<file path="config.mk">
export PLATFORM = sky130hd
export DESIGN_NAME = audio_handshake_arbiter
export DESIGN_NICKNAME = d
export VERILOG_FILES = /design/src/rtl/audio_handshake_arbiter.sv
export SDC_FILE = /design/constraint.sdc
export NUM_CORES = 1
export LEC_CHECK = 0
export ABC_AREA = 0
export BUFFER_PORTS_ARGS = -buffer_cell sky130_fd_sc_hd__buf_2
export CORE_MARGIN = 4
export CORE_UTILIZATION = 40
export DETAILED_ROUTE_END_ITERATION = 16
export GPL_ROUTABILITY_DRIVEN = 0
export HOLD_SLACK_MARGIN = 0.15
export PLACE_DENSITY_LB_ADDON = 0.2
export SLEW_MARGIN = 10
export SYNTH_ARGS = -nofsm -noshare
export SYNTH_HDL_FRONTEND = slang
export SYNTH_SLANG_ARGS = --single-unit
export TNS_END_PERCENT = 5
</file>
<file path="constraint.sdc">
create_clock -name clk -period 1.6 [get_ports clk]
set_clock_uncertainty 0.15 [all_clocks]
set_input_delay 0 -clock clk [delete_from_list [all_inputs] [get_ports clk]]
set_output_delay 0 -clock clk [all_outputs]
set_load 0.05 [all_outputs]
</file>
<file path="src/rtl/audio_handshake_arbiter.sv">
// Round-robin arbiter sharing one 4-phase Req/Ack sample channel between N_SRC producers.
// Optional watchdog enabled by defining AUDIO_ARB_TIMEOUT_EN.
module audio_handshake_arbiter #(
  parameter int N_SRC       = 2,
  parameter int DATA_W      = 12,
  parameter int SYNC_STAGES = 2,
  parameter int TIMEOUT_CYC = 1024
) (
  input  logic                      clk,
  input  logic                      rst,
  input  logic [N_SRC-1:0]          src_valid,
  input  logic [N_SRC*DATA_W-1:0]   src_data,
  output logic [N_SRC-1:0]          src_ready,
  output logic [$clog2(N_SRC)-1:0]  grant_id,
  output logic [DATA_W-1:0]         dout,
  output logic                      Req,
  input  logic                      Ack,
  output logic                      busy,
  output logic                      timeout
);

  localparam int ID_W = $clog2(N_SRC);

  typedef enum logic [1:0] {IDLE, REQ, REL} state_t;

  state_t                 state, state_nxt;
  logic [SYNC_STAGES-1:0] ack_sync;
  logic [SYNC_STAGES-1:0] fill;
  logic                   ack_s;
  logic                   sync_ok;
  logic [ID_W-1:0]        rr;
  logic [ID_W-1:0]        win;
  logic                   any_valid;
  logic                   wd_hit;

  function automatic logic [ID_W-1:0] wrap_idx(input logic [ID_W-1:0] base, input int k);
    int s;
    s = (int'(base) + k) % N_SRC;
    return ID_W'(s);
  endfunction

  // Ack synchroniser; fill blocks grants until the chain holds real samples of Ack after reset
  always_ff @(posedge clk) begin
    if (!rst) begin
      ack_sync <= '0;
      fill     <= '0;
    end else begin
      ack_sync <= {ack_sync[SYNC_STAGES-2:0], Ack};
      fill     <= {fill[SYNC_STAGES-2:0], 1'b1};
    end
  end

  assign ack_s   = ack_sync[SYNC_STAGES-1];
  assign sync_ok = fill[SYNC_STAGES-1];

  // First valid source after the rr pointer; descending scan so the nearest one wins
  always_comb begin
    win       = '0;
    any_valid = 1'b0;
    for (int k = N_SRC; k >= 1; k--) begin
      if (src_valid[wrap_idx(rr, k)]) begin
        win       = wrap_idx(rr, k);
        any_valid = 1'b1;
      end
    end
  end

  always_comb begin
    state_nxt = state;
    src_ready = '0;
    case (state)
      IDLE: begin
        if (rst && sync_ok && !ack_s && any_valid) begin
          src_ready[win] = 1'b1;
          state_nxt      = REQ;
        end
      end
      REQ:     if (ack_s || wd_hit) state_nxt = REL;
      REL:     if (!ack_s) state_nxt = IDLE;
      default: state_nxt = IDLE;
    endcase
  end

  always_ff @(posedge clk) begin
    if (!rst) begin
      state    <= IDLE;
      Req      <= 1'b0;
      dout     <= '0;
      grant_id <= '0;
      rr       <= ID_W'(N_SRC - 1);
    end else begin
      state <= state_nxt;
      if (state == IDLE && state_nxt == REQ) begin
        Req      <= 1'b1;
        dout     <= src_data[int'(win)*DATA_W +: DATA_W];
        grant_id <= win;
        rr       <= win;
      end else if (state == REQ && state_nxt == REL) begin
        Req <= 1'b0;
      end
    end
  end

  assign busy = (state != IDLE);

`ifdef AUDIO_ARB_TIMEOUT_EN
  localparam int CNT_W = $clog2(TIMEOUT_CYC + 1);

  logic [CNT_W-1:0] wd_cnt;
  logic             timeout_q;

  // Counter restarts on every state change and parks at the limit while stuck in REL
  assign wd_hit = (state != IDLE) && (wd_cnt == CNT_W'(TIMEOUT_CYC - 1));

  always_ff @(posedge clk) begin
    if (!rst) begin
      wd_cnt    <= '0;
      timeout_q <= 1'b0;
    end else begin
      if (state == IDLE || state_nxt != state) wd_cnt <= '0;
      else if (!wd_hit)                        wd_cnt <= wd_cnt + 1'b1;
      if (wd_hit) timeout_q <= 1'b1;
    end
  end

  assign timeout = timeout_q;
`else
  assign wd_hit  = 1'b0;
  assign timeout = 1'b0;
`endif

endmodule

</file>
Word level (Yosys, flattened, before mapping) --
Index checks and enable logic that the tools add are counted. W data, S select, Z words.
Storage, ports and cells: flip-flop bits (word level) 21, bits of input ports 29, output and inout port bits 18, word-level logic and storage cells 49
Cells by class: add/subtract/negate cells 2, multiply operators 1, $lt $le $gt $ge 4, equality and inequality tests 4, shift operators 1, multiplexer cells 19, reductions and logical operators 10
Operators by type and width (number):
- $shiftx A24 B6 Y12 | 1
- $mux W1 | 12
- $mux W2 | 5
- $logic_and A1 B1 Y1 | 6
- $lt A1 B2 Y1 const B | 3
- $pmux W2 S3 | 1
- $eq A2 B1 Y1 const B | 2
- $eq A2 B2 Y1 const B | 2
- $reduce_bool A2 Y1 | 2
- $mul A1 B2 Y3 const B | 1
- $add A1 B1 Y1 const B | 2
- $logic_not A2 Y1 | 1
- $demux W1 S1 | 1
- $ge A1 B1 Y1 const B | 1
- $logic_not A1 Y1 | 1

Depth between registers and ports, before layout --
Gate-level depths: netlist of run 1.
depth in word-level cells 12, depth in mapped cells 5, mapped depth without buffers 3

Worst setup path before layout of run 1 --
OpenSTA, ideal clock, no wires.
path type reg2out, start point reg state[1], end point out src_ready[0], arrival time 2.299 ns, data required time 1.450 ns, setup slack -0.849 ns, stages on the path, launching flop included 3, buffers on the path 0, cells stage by stage dfxtp_1 -> or3b_4 -> nor4_1
Between the ends: word-level cells in the longest chain between the ends 2
Ends and longest elaborated chain:
- start: declaration | line 26 | state_t state, state_nxt;
- start signal: assignment | line 92 | state <= state_nxt;
- $logic_not A2 Y1 | line 71 | case (state)
- $mux W2 | line 71
- end: declaration | line 13 | output logic [N_SRC-1:0] src_ready,
No other way between the ends.

Worst setup path in the final report of run 1 --
start point reg state[1], end point out src_ready[1]
The elaborated chain is that of the path after synthesis.

==> run_summary.xml, run 1 <==
<?xml version="1.0" encoding="UTF-8"?>
<metrics>
  <group name="setup_path">
    <metric name="path_max_fanout" unit="">5</metric>
    <metric name="arrival_worst_endpoint" unit="ns">1.50</metric>
    <metric name="timing.critical_path.to_type" unit="">output port</metric>
    <metric name="cp-start-kind" unit="">register</metric>
    <metric name="worst-setup-path-type" unit="">register to output port</metric>
    <metric name="crit_required" unit="ns">1.45</metric>
  </group>
  <group name="synthesis">
    <metric name="ys_types" unit="">28</metric>
    <metric name="netlist.area_leader.share" unit="%">44.4</metric>
    <metric name="synth_top_flop_cell" unit="">dfxtp_1</metric>
    <metric name="synth.ff_latch_count" unit="">21</metric>
    <metric name="yosysWarningCount" unit="">0</metric>
    <metric name="seq_area_frac_synth" unit="%">44.4</metric>
    <metric name="mappedNetlistNets" unit="">123</metric>
    <metric name="synth.area.top_cells" unit="">dfxtp_1, mux2i_1, a211oi_1, a31oi_1, a21oi_1</metric>
    <metric name="post_synth.cell_area_avg" unit="um2">10.1</metric>
    <metric name="yosys.area.top_type" unit="">dfxtp_1</metric>
    <metric name="synth_async_sr_flop_share" unit="%">0</metric>
    <metric name="synth_cells" unit="">94</metric>
    <metric name="synth_enable_flop_cells" unit="">0</metric>
    <metric name="netlist_area" unit="um2">947</metric>
  </group>
  <group name="clock_network">
    <metric name="clock_insertion_delay_worst_skew" unit="ns">0.30</metric>
    <metric name="clk_pin_slew" unit="ns">0.11</metric>
    <metric name="hold_buffers" unit="">29</metric>
    <metric name="cts_tree" unit="">built</metric>
    <metric name="clkSinkCount" unit="">21</metric>
    <metric name="cts_made_buffers" unit="">3</metric>
    <metric name="clock_tree.htree_level_count" unit="">1</metric>
    <metric name="cts_root_buffer" unit="">clkbuf_4</metric>
    <metric name="cts.path.max_buffers" unit="">2</metric>
  </group>
  <group name="global_routing">
    <metric name="vias_in_the_first_global_route" unit="">1171</metric>
    <metric name="grt_antenna_before_repair" unit="">0</metric>
    <metric name="grt_max_degree" unit="">15</metric>
    <metric name="globalRouteOverflowTotal" unit="">0</metric>
    <metric name="grt_first_pass_wirelength" unit="um">5170</metric>
    <metric name="grt_usage" unit="%">21.1</metric>
  </group>
  <group name="floorplanning">
    <metric name="core_area" unit="um2">2230</metric>
    <metric name="die-area" unit="um2">3210</metric>
    <metric name="initial_cell_density_of_the_core" unit="%">42.4</metric>
    <metric name="num_io_pins" unit="">47</metric>
    <metric name="die_w" unit="um">56.7</metric>
    <metric name="floorplan.die.height" unit="um">56.7</metric>
    <metric name="placementRows" unit="">17</metric>
  </group>
  <group name="placement">
    <metric name="dp_hpwl" unit="um">1910</metric>
    <metric name="placement.io_buffers" unit="">45</metric>
    <metric name="dp_worst_setup_slack" unit="ns">0.0800</metric>
  </group>
  <group name="sta">
    <metric name="fin_ws" unit="ns">-0.0545</metric>
    <metric name="final_critical_path_time_including_i_o_delays_and_setup" unit="ns">1.65</metric>
    <metric name="unrepaired_setup_endpoints_after_global_routing" unit="">true</metric>
    <metric name="total_setup_violations_reported_at_the_end_of_the_flow" unit="">1</metric>
    <metric name="setup_total_negative_slack" unit="ns">-0.0545</metric>
    <metric name="timing.final.crit_share" unit="%">103</metric>
    <metric name="finalHoldViolations" unit="">0</metric>
    <metric name="fmax" unit="GHz">0.604</metric>
    <metric name="slew_violations" unit="">0</metric>
  </group>
  <group name="power">
    <metric name="total_leakage_power" unit="nW">0.754</metric>
    <metric name="max-vdd-ir-drop" unit="uV">686</metric>
    <metric name="power.total" unit="mW">1.15</metric>
    <metric name="power_per_cell_area" unit="nW/um2">701</metric>
  </group>
  <group name="routing">
    <metric name="final_antenna_net_count" unit="">0</metric>
    <metric name="drt_pass1_iterations" unit="">4</metric>
    <metric name="drt_first_iter_violations" unit="">32</metric>
    <metric name="vias_per_cell" unit="">5.28</metric>
    <metric name="via_count" unit="">1093</metric>
    <metric name="detail_route.wirelength" unit="um">3250</metric>
    <metric name="drc" unit="">0</metric>
    <metric name="route.detailed.wl_per_inst" unit="um">15.7</metric>
  </group>
  <group name="finish">
    <metric name="total_number_of_nets_in_the_final_design" unit="">209</metric>
    <metric name="area.growth.synth_to_final" unit="%">73.6</metric>
    <metric name="diodes" unit="">0</metric>
    <metric name="layout.cells.most_common" unit="">buf_2</metric>
    <metric name="post_route_cells_drive_above_1_share" unit="%">40.8</metric>
    <metric name="fill_cells" unit="">178</metric>
    <metric name="layout.cells.most_common_list" unit="">buf_2, dlygate4sd3_1, dfxtp_1</metric>
    <metric name="finish.utilization" unit="%">73.6</metric>
  </group>
  <group name="outcome">
    <metric name="outcome" unit="">finished, violations left</metric>
    <metric name="violations" unit="">setup timing</metric>
  </group>
  <group name="min_path">
    <metric name="min-delay-path-class" unit="">input pin to register</metric>
  </group>
  <group name="job">
    <metric name="max-cap-violations" unit="">0</metric>
  </group>
</metrics>
synthesized netlist by cell type, types with 2 or more instances:
master	instances
buf_4	2
and2_1	3
inv_1	3
a31oi_1	12
clkbuf_1	4
a211oi_1	12
or2_2	2
mux2i_1	12
a21oi_1	4
nor2_1	2
dfxtp_1	21
metrics by stage:
step | cells | cell area [um2] | hold slack [ns]
after detailed placement | 170 | 1260 | 0.0657
after floorplan | 94 | 962 | -0.122
final | 207 | 1640 | 0.0724
after global routing | 207 | 1640 | 0.121
after global placement | 170 | 1260 | 0.0587
after CTS | 204 | 1610 | 0.0419
worst paths after layout:
check / from / slack [ns] / to / cells after the start
worst max-delay path: state[1] / -0.05 / src_ready[1] / 5
worst min-delay path: src_valid[1] / 0.07 / grant_id / 4
worst max register to register: state[1] / 0.02 / dout[3] / 5
worst min register to register: ack_sync[0] / 0.30 / ack_sync[1] / 1
per-layer routing:
| layer | track usage (%) | up-vias | routed length [um] |
|---|---|---|---|
| met1 | 21.7 | 519 | 1210 |
| met5 | 0 | - | 0 |
| li1 | - | 521 | - |
| met3 | 3.91 | 8 | 192 |
| met2 | 40.9 | 45 | 1770 |
| met4 | 8.47 | 0 | 74 |
power breakdown:
group	total [mW]	switching [mW]	internal (mW)
clock	0.256	0.159	0.0973
sequential	0.558	0.0119	0.546
combinational	0.338	0.183	0.155
worst max-delay path: stages (launching register included):
cell and delay (ns):
dfxtp_2 0.36, buf_6 0.13, nor3b_4 0.23, nand4_1 0.21
inv_1 0.12, buf_6 0.16
registers in the layout, indices dropped and copies added (netlist names):
name,count
Req,1
ack_sync,2
dout,12
fill,2
grant_id,1
rr,1
state,2
area by class of cell:
cell class	instances	area [um2]	area share (%)
Clock buffer	4	26.3	1.60
Inverter	3	11.3	0.685
Multi-Input combinational cell	62	493	30.0
Sequential cell	21	423	25.7
Tap cell	28	35.0	2.13
Timing Repair Buffer	89	656	39.9
logic make-up (layout without fill, tap and decap cells):
family / Yosys count / in the layout / synth area share, %
other cells: 1 / 1 / 0.396
compound gates: 32 / 32 / 23.1
xor+xnor: 1 / 1 / 0.925
buf+inv: 11 / 96 / 6.08
mux: 12 / 12 / 12.7
simple gates: 16 / 16 / 12.4
flops: 21 / 21 / 44.4
what timing repair did:
action / CTS / global route
gates resized for setup: 8 / 6
pin swaps: 3 / 4
endpoints found under the setup margin: 2 / 15
cloned: 0 / 1
setup buffers: 1 / 2
hold endpoints to repair: 20 / 2
Power figures use the tool's default switching activity.
==> run 2: changes to the inputs <==
--- a/config.mk
+++ b/config.mk
@@ -17,4 +17,4 @@
 export SYNTH_ARGS = -nofsm -noshare
 export SYNTH_HDL_FRONTEND = slang
 export SYNTH_SLANG_ARGS = --single-unit
-export TNS_END_PERCENT = 5
+export TNS_END_PERCENT = 30
==> run 2 against run 1 <==
Against the previous run: the run still ends with setup timing left; worst hold slack better by 0.014 ns; worst setup slack got worse by 0.025 ns; largest cell class unchanged; critical endpoint unchanged; sequential share of layout area down 0.27 points; final area is 1.1% higher; first-iteration DRC count shrank 13%; sequential power hardly changed; fmax is 1.5% lower; register-to-register slack is essentially flat; critical path depth stayed put.
==> run_summary.xml, run 2 (synthesis gave the netlist of run 1 again) <==
<?xml version="1.0" encoding="UTF-8"?>
<metrics>
  <group name="clock_network">
    <metric name="cts_root_buffer" unit="">clkbuf_4</metric>
    <metric name="cts_tree" unit="">built</metric>
    <metric name="clock_tree.htree_level_count" unit="">1</metric>
    <metric name="clk_pin_slew" unit="ns">0.11</metric>
    <metric name="clkSinkCount" unit="">21</metric>
    <metric name="cts.path.max_buffers" unit="">2</metric>
    <metric name="hold_buffers" unit="">29</metric>
    <metric name="clock_insertion_delay_worst_skew" unit="ns">0.31</metric>
    <metric name="cts_made_buffers" unit="">3</metric>
  </group>
  <group name="min_path">
    <metric name="min-delay-path-class" unit="">input pin to register</metric>
    <metric name="min_delay_path_depth" unit="">4</metric>
    <metric name="min_to" unit="">grant_id</metric>
    <metric name="min-delay-start" unit="">src_valid[1]</metric>
  </group>
  <group name="power">
    <metric name="power_per_cell_area" unit="nW/um2">700</metric>
    <metric name="total_leakage_power" unit="nW">0.756</metric>
    <metric name="power.total" unit="mW">1.16</metric>
    <metric name="max-vdd-ir-drop" unit="uV">691</metric>
  </group>
  <group name="routing">
    <metric name="drt_pass1_iterations" unit="">5</metric>
    <metric name="route.detailed.wl_per_inst" unit="um">16.0</metric>
    <metric name="via_count" unit="">1098</metric>
    <metric name="drt_first_iter_violations" unit="">28</metric>
    <metric name="final_antenna_net_count" unit="">0</metric>
    <metric name="vias_per_cell" unit="">5.28</metric>
    <metric name="detail_route.wirelength" unit="um">3330</metric>
    <metric name="drc" unit="">0</metric>
  </group>
  <group name="setup_path">
    <metric name="crit_required" unit="ns">1.45</metric>
    <metric name="worst-setup-path-type" unit="">register to output port</metric>
    <metric name="path_max_fanout" unit="">5</metric>
    <metric name="r2r_end" unit="">rr</metric>
    <metric name="timing.reg2reg.worst_path_depth" unit="">5</metric>
    <metric name="reg2reg_from" unit="">state[1]</metric>
    <metric name="cp-start-kind" unit="">register</metric>
    <metric name="setup.reg_to_reg.worst_slack" unit="ns">0.01</metric>
    <metric name="timing.critical_path.to_type" unit="">output port</metric>
    <metric name="path_delay_family" unit="">simple AND/OR/NAND/NOR gates</metric>
    <metric name="worst_path_max_delay_cell" unit="">dfxtp_2</metric>
    <metric name="arrival_worst_endpoint" unit="ns">1.53</metric>
    <metric name="crit_chain" unit="">buf_6, nor3b_4, nand4_1, inv_1, buf_6</metric>
    <metric name="maximum_single_stage_delay_on_the_critical_path" unit="ns">0.36</metric>
    <metric name="cell_repeated_most_along_the_worst_path" unit="">buf_6</metric>
    <metric name="cp_num_buf_inv" unit="">3</metric>
  </group>
  <group name="finish">
    <metric name="multi_input_area" unit="um2">508</metric>
    <metric name="finish.instance_area" unit="um2">1660</metric>
    <metric name="area.sequential" unit="um2">423</metric>
    <metric name="fill_cells" unit="">173</metric>
    <metric name="number_of_flip_flops_in_the_largest_register" unit="">12</metric>
    <metric name="layout.cells.most_common" unit="">buf_2</metric>
    <metric name="area.growth.synth_to_final" unit="%">75.4</metric>
    <metric name="post_route_cells_drive_above_1_share" unit="%">42.5</metric>
    <metric name="layout.cells.most_common_list" unit="">buf_2, dlygate4sd3_1, dfxtp_1, mux2i_1, a31oi_1</metric>
    <metric name="total_number_of_nets_in_the_final_design" unit="">209</metric>
    <metric name="finish.utilization" unit="%">74.4</metric>
    <metric name="largest_register" unit="">dout</metric>
  </group>
  <group name="floorplanning">
    <metric name="floorplan.die.height" unit="um">56.7</metric>
    <metric name="num_io_pins" unit="">47</metric>
    <metric name="die_w" unit="um">56.7</metric>
    <metric name="placementRows" unit="">17</metric>
    <metric name="die-area" unit="um2">3210</metric>
    <metric name="initial_cell_density_of_the_core" unit="%">42.4</metric>
    <metric name="core_area" unit="um2">2230</metric>
  </group>
  <group name="placement">
    <metric name="placed_area" unit="um2">1260</metric>
    <metric name="dp_hpwl" unit="um">1910</metric>
    <metric name="placement.io_buffers" unit="">45</metric>
  </group>
  <group name="global_routing">
    <metric name="grt_usage" unit="%">21.1</metric>
    <metric name="grt_antenna_before_repair" unit="">1</metric>
    <metric name="grt_first_pass_wirelength" unit="um">5170</metric>
    <metric name="grt_max_degree" unit="">15</metric>
    <metric name="vias_in_the_first_global_route" unit="">1171</metric>
    <metric name="globalRouteOverflowTotal" unit="">0</metric>
  </group>
  <group name="sta">
    <metric name="timing.hold.ws" unit="ns">0.0859</metric>
    <metric name="final_critical_path_time_including_i_o_delays_and_setup" unit="ns">1.68</metric>
    <metric name="slew_violations" unit="">0</metric>
    <metric name="finalHoldViolations" unit="">0</metric>
    <metric name="max_slew.worst_pin.slew" unit="ns">0.510</metric>
    <metric name="timing.final.crit_share" unit="%">105</metric>
    <metric name="total_setup_violations_reported_at_the_end_of_the_flow" unit="">1</metric>
    <metric name="slew-limit-headroom" unit="%">65.9</metric>
    <metric name="fmax" unit="GHz">0.595</metric>
    <metric name="fin_ws" unit="ns">-0.0794</metric>
    <metric name="unrepaired_setup_endpoints_after_global_routing" unit="">true</metric>
    <metric name="setup_total_negative_slack" unit="ns">-0.0794</metric>
  </group>
  <group name="outcome">
    <metric name="outcome" unit="">finished, violations left</metric>
    <metric name="violations" unit="">setup timing</metric>
  </group>
  <group name="job">
    <metric name="max-cap-violations" unit="">0</metric>
  </group>
</metrics>
-- run 2: cell types whose count changed in the layout (fill, tap and decap cells not counted) --
cell      previous run  this run
a211oi_2             0         3
diode_2              0         1
a211oi_1            12         9
-- run 2: what timing repair did --
item	in CTS	in global routing
hold endpoints to repair	20	2
setup buffers	1	2
cloned	0	1
resized for setup	8	9
pin swaps	3	4
setup endpoints to repair	2	15
-- run 2: per-layer routing --
layer	share of wire, %	vias to the layer above	track usage, %
met5	0	-	0
met4	1.7	0	8.47
met3	5.7	6	3.91
met2	56	48	40.9
met1	37	521	21.7
li1	-	523	-
-- run 2: worst max path at each step --
stage           startpoint      endpoint  slack, ns  cells after the start
4_1_cts           state[1]  src_ready[1]      -0.04                      5
3_3_place_gp   ack_sync[1]       dout[2]       0.12                      4
6_report          state[1]  src_ready[1]      -0.08                      5
2_1_floorplan     state[1]  src_ready[0]       0.03                      2
5_1_grt           state[1]  src_ready[1]      -0.16                      5
3_5_place_dp      state[1]       dout[0]       0.08                      4
-- run 2: final cells by class --
cell class,instances,share of cell area (%)
repair buffers,89,39.5
multi-input cells,62,30.6
flip-flops and latches,21,25.5
well taps,28,2.11
clock buffers,4,1.58
inverters,3,0.678
diodes,1,0.151
-- run 2: power breakdown --
part / switching [mW] / internal [mW]
clock: 0.164 / 0.0975
sequential: 0.0119 / 0.546
combinational: 0.186 / 0.157
-- run 2: through the flow --
stage | worst slack, ns | std cells
global placement | 0.116 | 170
CTS | -0.0385 | 204
floorplan | 0.0337 | 94
finish | -0.0794 | 208
global route | -0.160 | 208
detailed placement | 0.0800 | 170
-- run 2: worst min-delay path: cells and delay by family --
kind                   cells  cell delay, ns
AO/OA/AOI/OAI              2            0.28
buffers and inverters      1            0.11
AND/OR/NAND/NOR            1            0.11
==> run 3: changes to the inputs <==
--- a/config.mk
+++ b/config.mk
@@ -7,7 +7,7 @@
 export LEC_CHECK = 0
 export ABC_AREA = 0
 export BUFFER_PORTS_ARGS = -buffer_cell sky130_fd_sc_hd__buf_2
-export CORE_MARGIN = 4
+export CORE_MARGIN = 3
 export CORE_UTILIZATION = 40
 export DETAILED_ROUTE_END_ITERATION = 16
 export GPL_ROUTABILITY_DRIVEN = 0
==> run 3 against run 2 <==
Against the previous run: the flow now finishes without violations; non-clock buffer count is 1 higher; fmax rose by 6.4%; wire length fell by 8.2%; sequential share of layout area is essentially flat; via count shrank 4.3%; first-iteration DRC count fell by 86%; critical path depth did not move; core utilization increased by 4.5 points; critical path type is now register to register; largest cell class unchanged; total power fell by 0.25%.
==> run_summary.xml, run 3 (synthesis gave the netlist of run 1 again) <==
<?xml version="1.0" encoding="UTF-8"?>
<metrics>
  <group name="outcome">
    <metric name="outcome" unit="">finished clean</metric>
  </group>
  <group name="sta">
    <metric name="unrepaired_setup_endpoints_after_global_routing" unit="">true</metric>
    <metric name="timing.final.crit_share" unit="%">98.6</metric>
    <metric name="total_setup_violations_reported_at_the_end_of_the_flow" unit="">0</metric>
    <metric name="setup_total_negative_slack" unit="ns">0</metric>
    <metric name="finalHoldViolations" unit="">0</metric>
    <metric name="final_critical_path_time_including_i_o_delays_and_setup" unit="ns">1.58</metric>
    <metric name="slew_violations" unit="">0</metric>
    <metric name="fin_ws" unit="ns">0.0220</metric>
    <metric name="timing.hold.ws" unit="ns">0.242</metric>
    <metric name="fmax" unit="GHz">0.634</metric>
  </group>
  <group name="setup_path">
    <metric name="setup.worst_path.start" unit="">ack_sync[1]</metric>
    <metric name="crit_required" unit="ns">1.63</metric>
    <metric name="cp-start-kind" unit="">register</metric>
    <metric name="worst-setup-path-type" unit="">register to register</metric>
    <metric name="reg2reg_from" unit="">ack_sync[1]</metric>
    <metric name="timing.critical_path.to_type" unit="">register</metric>
    <metric name="path_max_fanout" unit="">13</metric>
    <metric name="arrival_worst_endpoint" unit="ns">1.61</metric>
  </group>
  <group name="routing">
    <metric name="detail_route.wirelength" unit="um">3060</metric>
    <metric name="drt_pass1_iterations" unit="">4</metric>
    <metric name="met3_wl_post_dr" unit="um">110</metric>
    <metric name="via_count" unit="">1051</metric>
    <metric name="final_antenna_net_count" unit="">0</metric>
    <metric name="routed.top_layer" unit="">met4</metric>
    <metric name="met2_wirelength" unit="um">1630</metric>
    <metric name="route.detailed.wl_per_inst" unit="um">14.8</metric>
    <metric name="detail_route.wirelength.met1" unit="um">1250</metric>
    <metric name="drc" unit="">0</metric>
    <metric name="vias_per_cell" unit="">5.08</metric>
    <metric name="drt_first_iter_violations" unit="">4</metric>
  </group>
  <group name="finish">
    <metric name="largest_register" unit="">dout</metric>
    <metric name="diodes" unit="">0</metric>
    <metric name="total_number_of_nets_in_the_final_design" unit="">210</metric>
    <metric name="post_route_cells_drive_above_1_share" unit="%">40.0</metric>
    <metric name="layout.cells.most_common" unit="">buf_2</metric>
    <metric name="area.sequential" unit="um2">423</metric>
    <metric name="multi_input_area" unit="um2">498</metric>
    <metric name="layout.cells.most_common_list" unit="">buf_2, dlygate4sd3_1, dfxtp_1, buf_4</metric>
    <metric name="final-instance-count-excl-fill" unit="">207</metric>
    <metric name="area.growth.synth_to_final" unit="%">75.2</metric>
    <metric name="fill_cells" unit="">154</metric>
    <metric name="number_of_flip_flops_in_the_largest_register" unit="">12</metric>
  </group>
  <group name="clock_network">
    <metric name="cts_root_buffer" unit="">clkbuf_4</metric>
    <metric name="cts_tree" unit="">built</metric>
    <metric name="clock_tree.htree_level_count" unit="">1</metric>
    <metric name="cts_made_buffers" unit="">3</metric>
    <metric name="clock_insertion_delay_worst_skew" unit="ns">0.30</metric>
    <metric name="cts.path.max_buffers" unit="">2</metric>
    <metric name="clk_pin_slew" unit="ns">0.12</metric>
    <metric name="clkSinkCount" unit="">21</metric>
  </group>
  <group name="job">
    <metric name="max-cap-violations" unit="">0</metric>
  </group>
  <group name="power">
    <metric name="max-vdd-ir-drop" unit="uV">616</metric>
    <metric name="power_per_cell_area" unit="nW/um2">699</metric>
    <metric name="total_leakage_power" unit="nW">0.761</metric>
  </group>
  <group name="floorplanning">
    <metric name="die_w" unit="um">54.7</metric>
    <metric name="die-area" unit="um2">2990</metric>
    <metric name="num_io_pins" unit="">47</metric>
    <metric name="placementRows" unit="">16</metric>
    <metric name="initial_cell_density_of_the_core" unit="%">45.1</metric>
    <metric name="core_area" unit="um2">2100</metric>
    <metric name="floorplan.die.height" unit="um">54.7</metric>
  </group>
  <group name="global_routing">
    <metric name="grt_antenna_before_repair" unit="">0</metric>
    <metric name="vias_in_the_first_global_route" unit="">1115</metric>
    <metric name="globalRouteOverflowTotal" unit="">0</metric>
    <metric name="grt_usage" unit="%">21.9</metric>
    <metric name="grt_max_degree" unit="">15</metric>
    <metric name="grt_first_pass_wirelength" unit="um">4700</metric>
  </group>
  <group name="min_path">
    <metric name="min-delay-start" unit="">src_valid[0]</metric>
    <metric name="min-delay-path-class" unit="">input pin to register</metric>
  </group>
  <group name="placement">
    <metric name="placement.io_buffers" unit="">45</metric>
    <metric name="dp_worst_setup_slack" unit="ns">0.0587</metric>
    <metric name="dp_hpwl" unit="um">1780</metric>
    <metric name="placedCellCount" unit="">169</metric>
  </group>
</metrics>
==> run 3: changes by cell type in the layout (fill, tap and decap cells not counted), moves of 2 or more <==
cell / change
a211oi_1: +3
a211oi_2: -3
buf_4: +2
buf_6: -3
==> run 3: path summary, 6_finish.rpt <==
kind / end / cells past startpoint / slack [ns]
setup / recovery: dout[1] / 5 / 0.02
hold / removal: dout[4] / 4 / 0.24
setup reg to reg: dout[1] / 5 / 0.02
hold reg to reg: ack_sync[1] / 1 / 0.30
==> run 3: cell type report <==
cell class / count / share of cell area, %
timing repair buffer: 90 / 40.2
multi-input combinational: 62 / 30.0
sequential: 21 / 25.5
tap: 27 / 2.04
clock buffer: 4 / 1.58
inverter: 3 / 0.679
==> run 3: power by group <==
group | internal (mW) | switching (mW) | leakage (nW)
Clock | 0.0971 | 0.164 | 0.0150
Sequential | 0.547 | 0.0132 | 0.173
Combinational | 0.160 | 0.180 | 0.574
Total | 0.803 | 0.356 | 0.761
==> run 3: critical path, stage by stage (launching register included) <==
cell and delay [ns]:
dfxtp_2 0.36, or3b_4 0.39, buf_4 0.16, nor3_4 0.15, buf_12 0.16, a211oi_1 0.07
==> run 3: timing repair <==
item | in CTS | in global routing
pin swaps | 4 | 2
setup buffers | 2 | 2
hold endpoints to repair | 20 | 0
hold buffers | 30 | 0
gates resized for setup | 7 | 2
setup endpoints to repair | 2 | 15
==> run 3: layer usage <==
metal,vias up,track usage (%)
met2,35,41.9
li1,522,-
met1,486,22.2
met3,8,4.09
met5,-,0
met4,0,10.8
==> run 3: per-stage QoR <==
step / cell area [um2] / util, % / total power [mW]
3_5_place_dp: 1270 / 60.4 / 0.835
6_report: 1660 / 78.9 / 1.16
4_1_cts: 1640 / 77.9 / 1.15
2_1_floorplan: 962 / - / 0.746
5_1_grt: 1660 / 78.9 / 1.21
3_3_place_gp: 1270 / 60.4 / 0.830
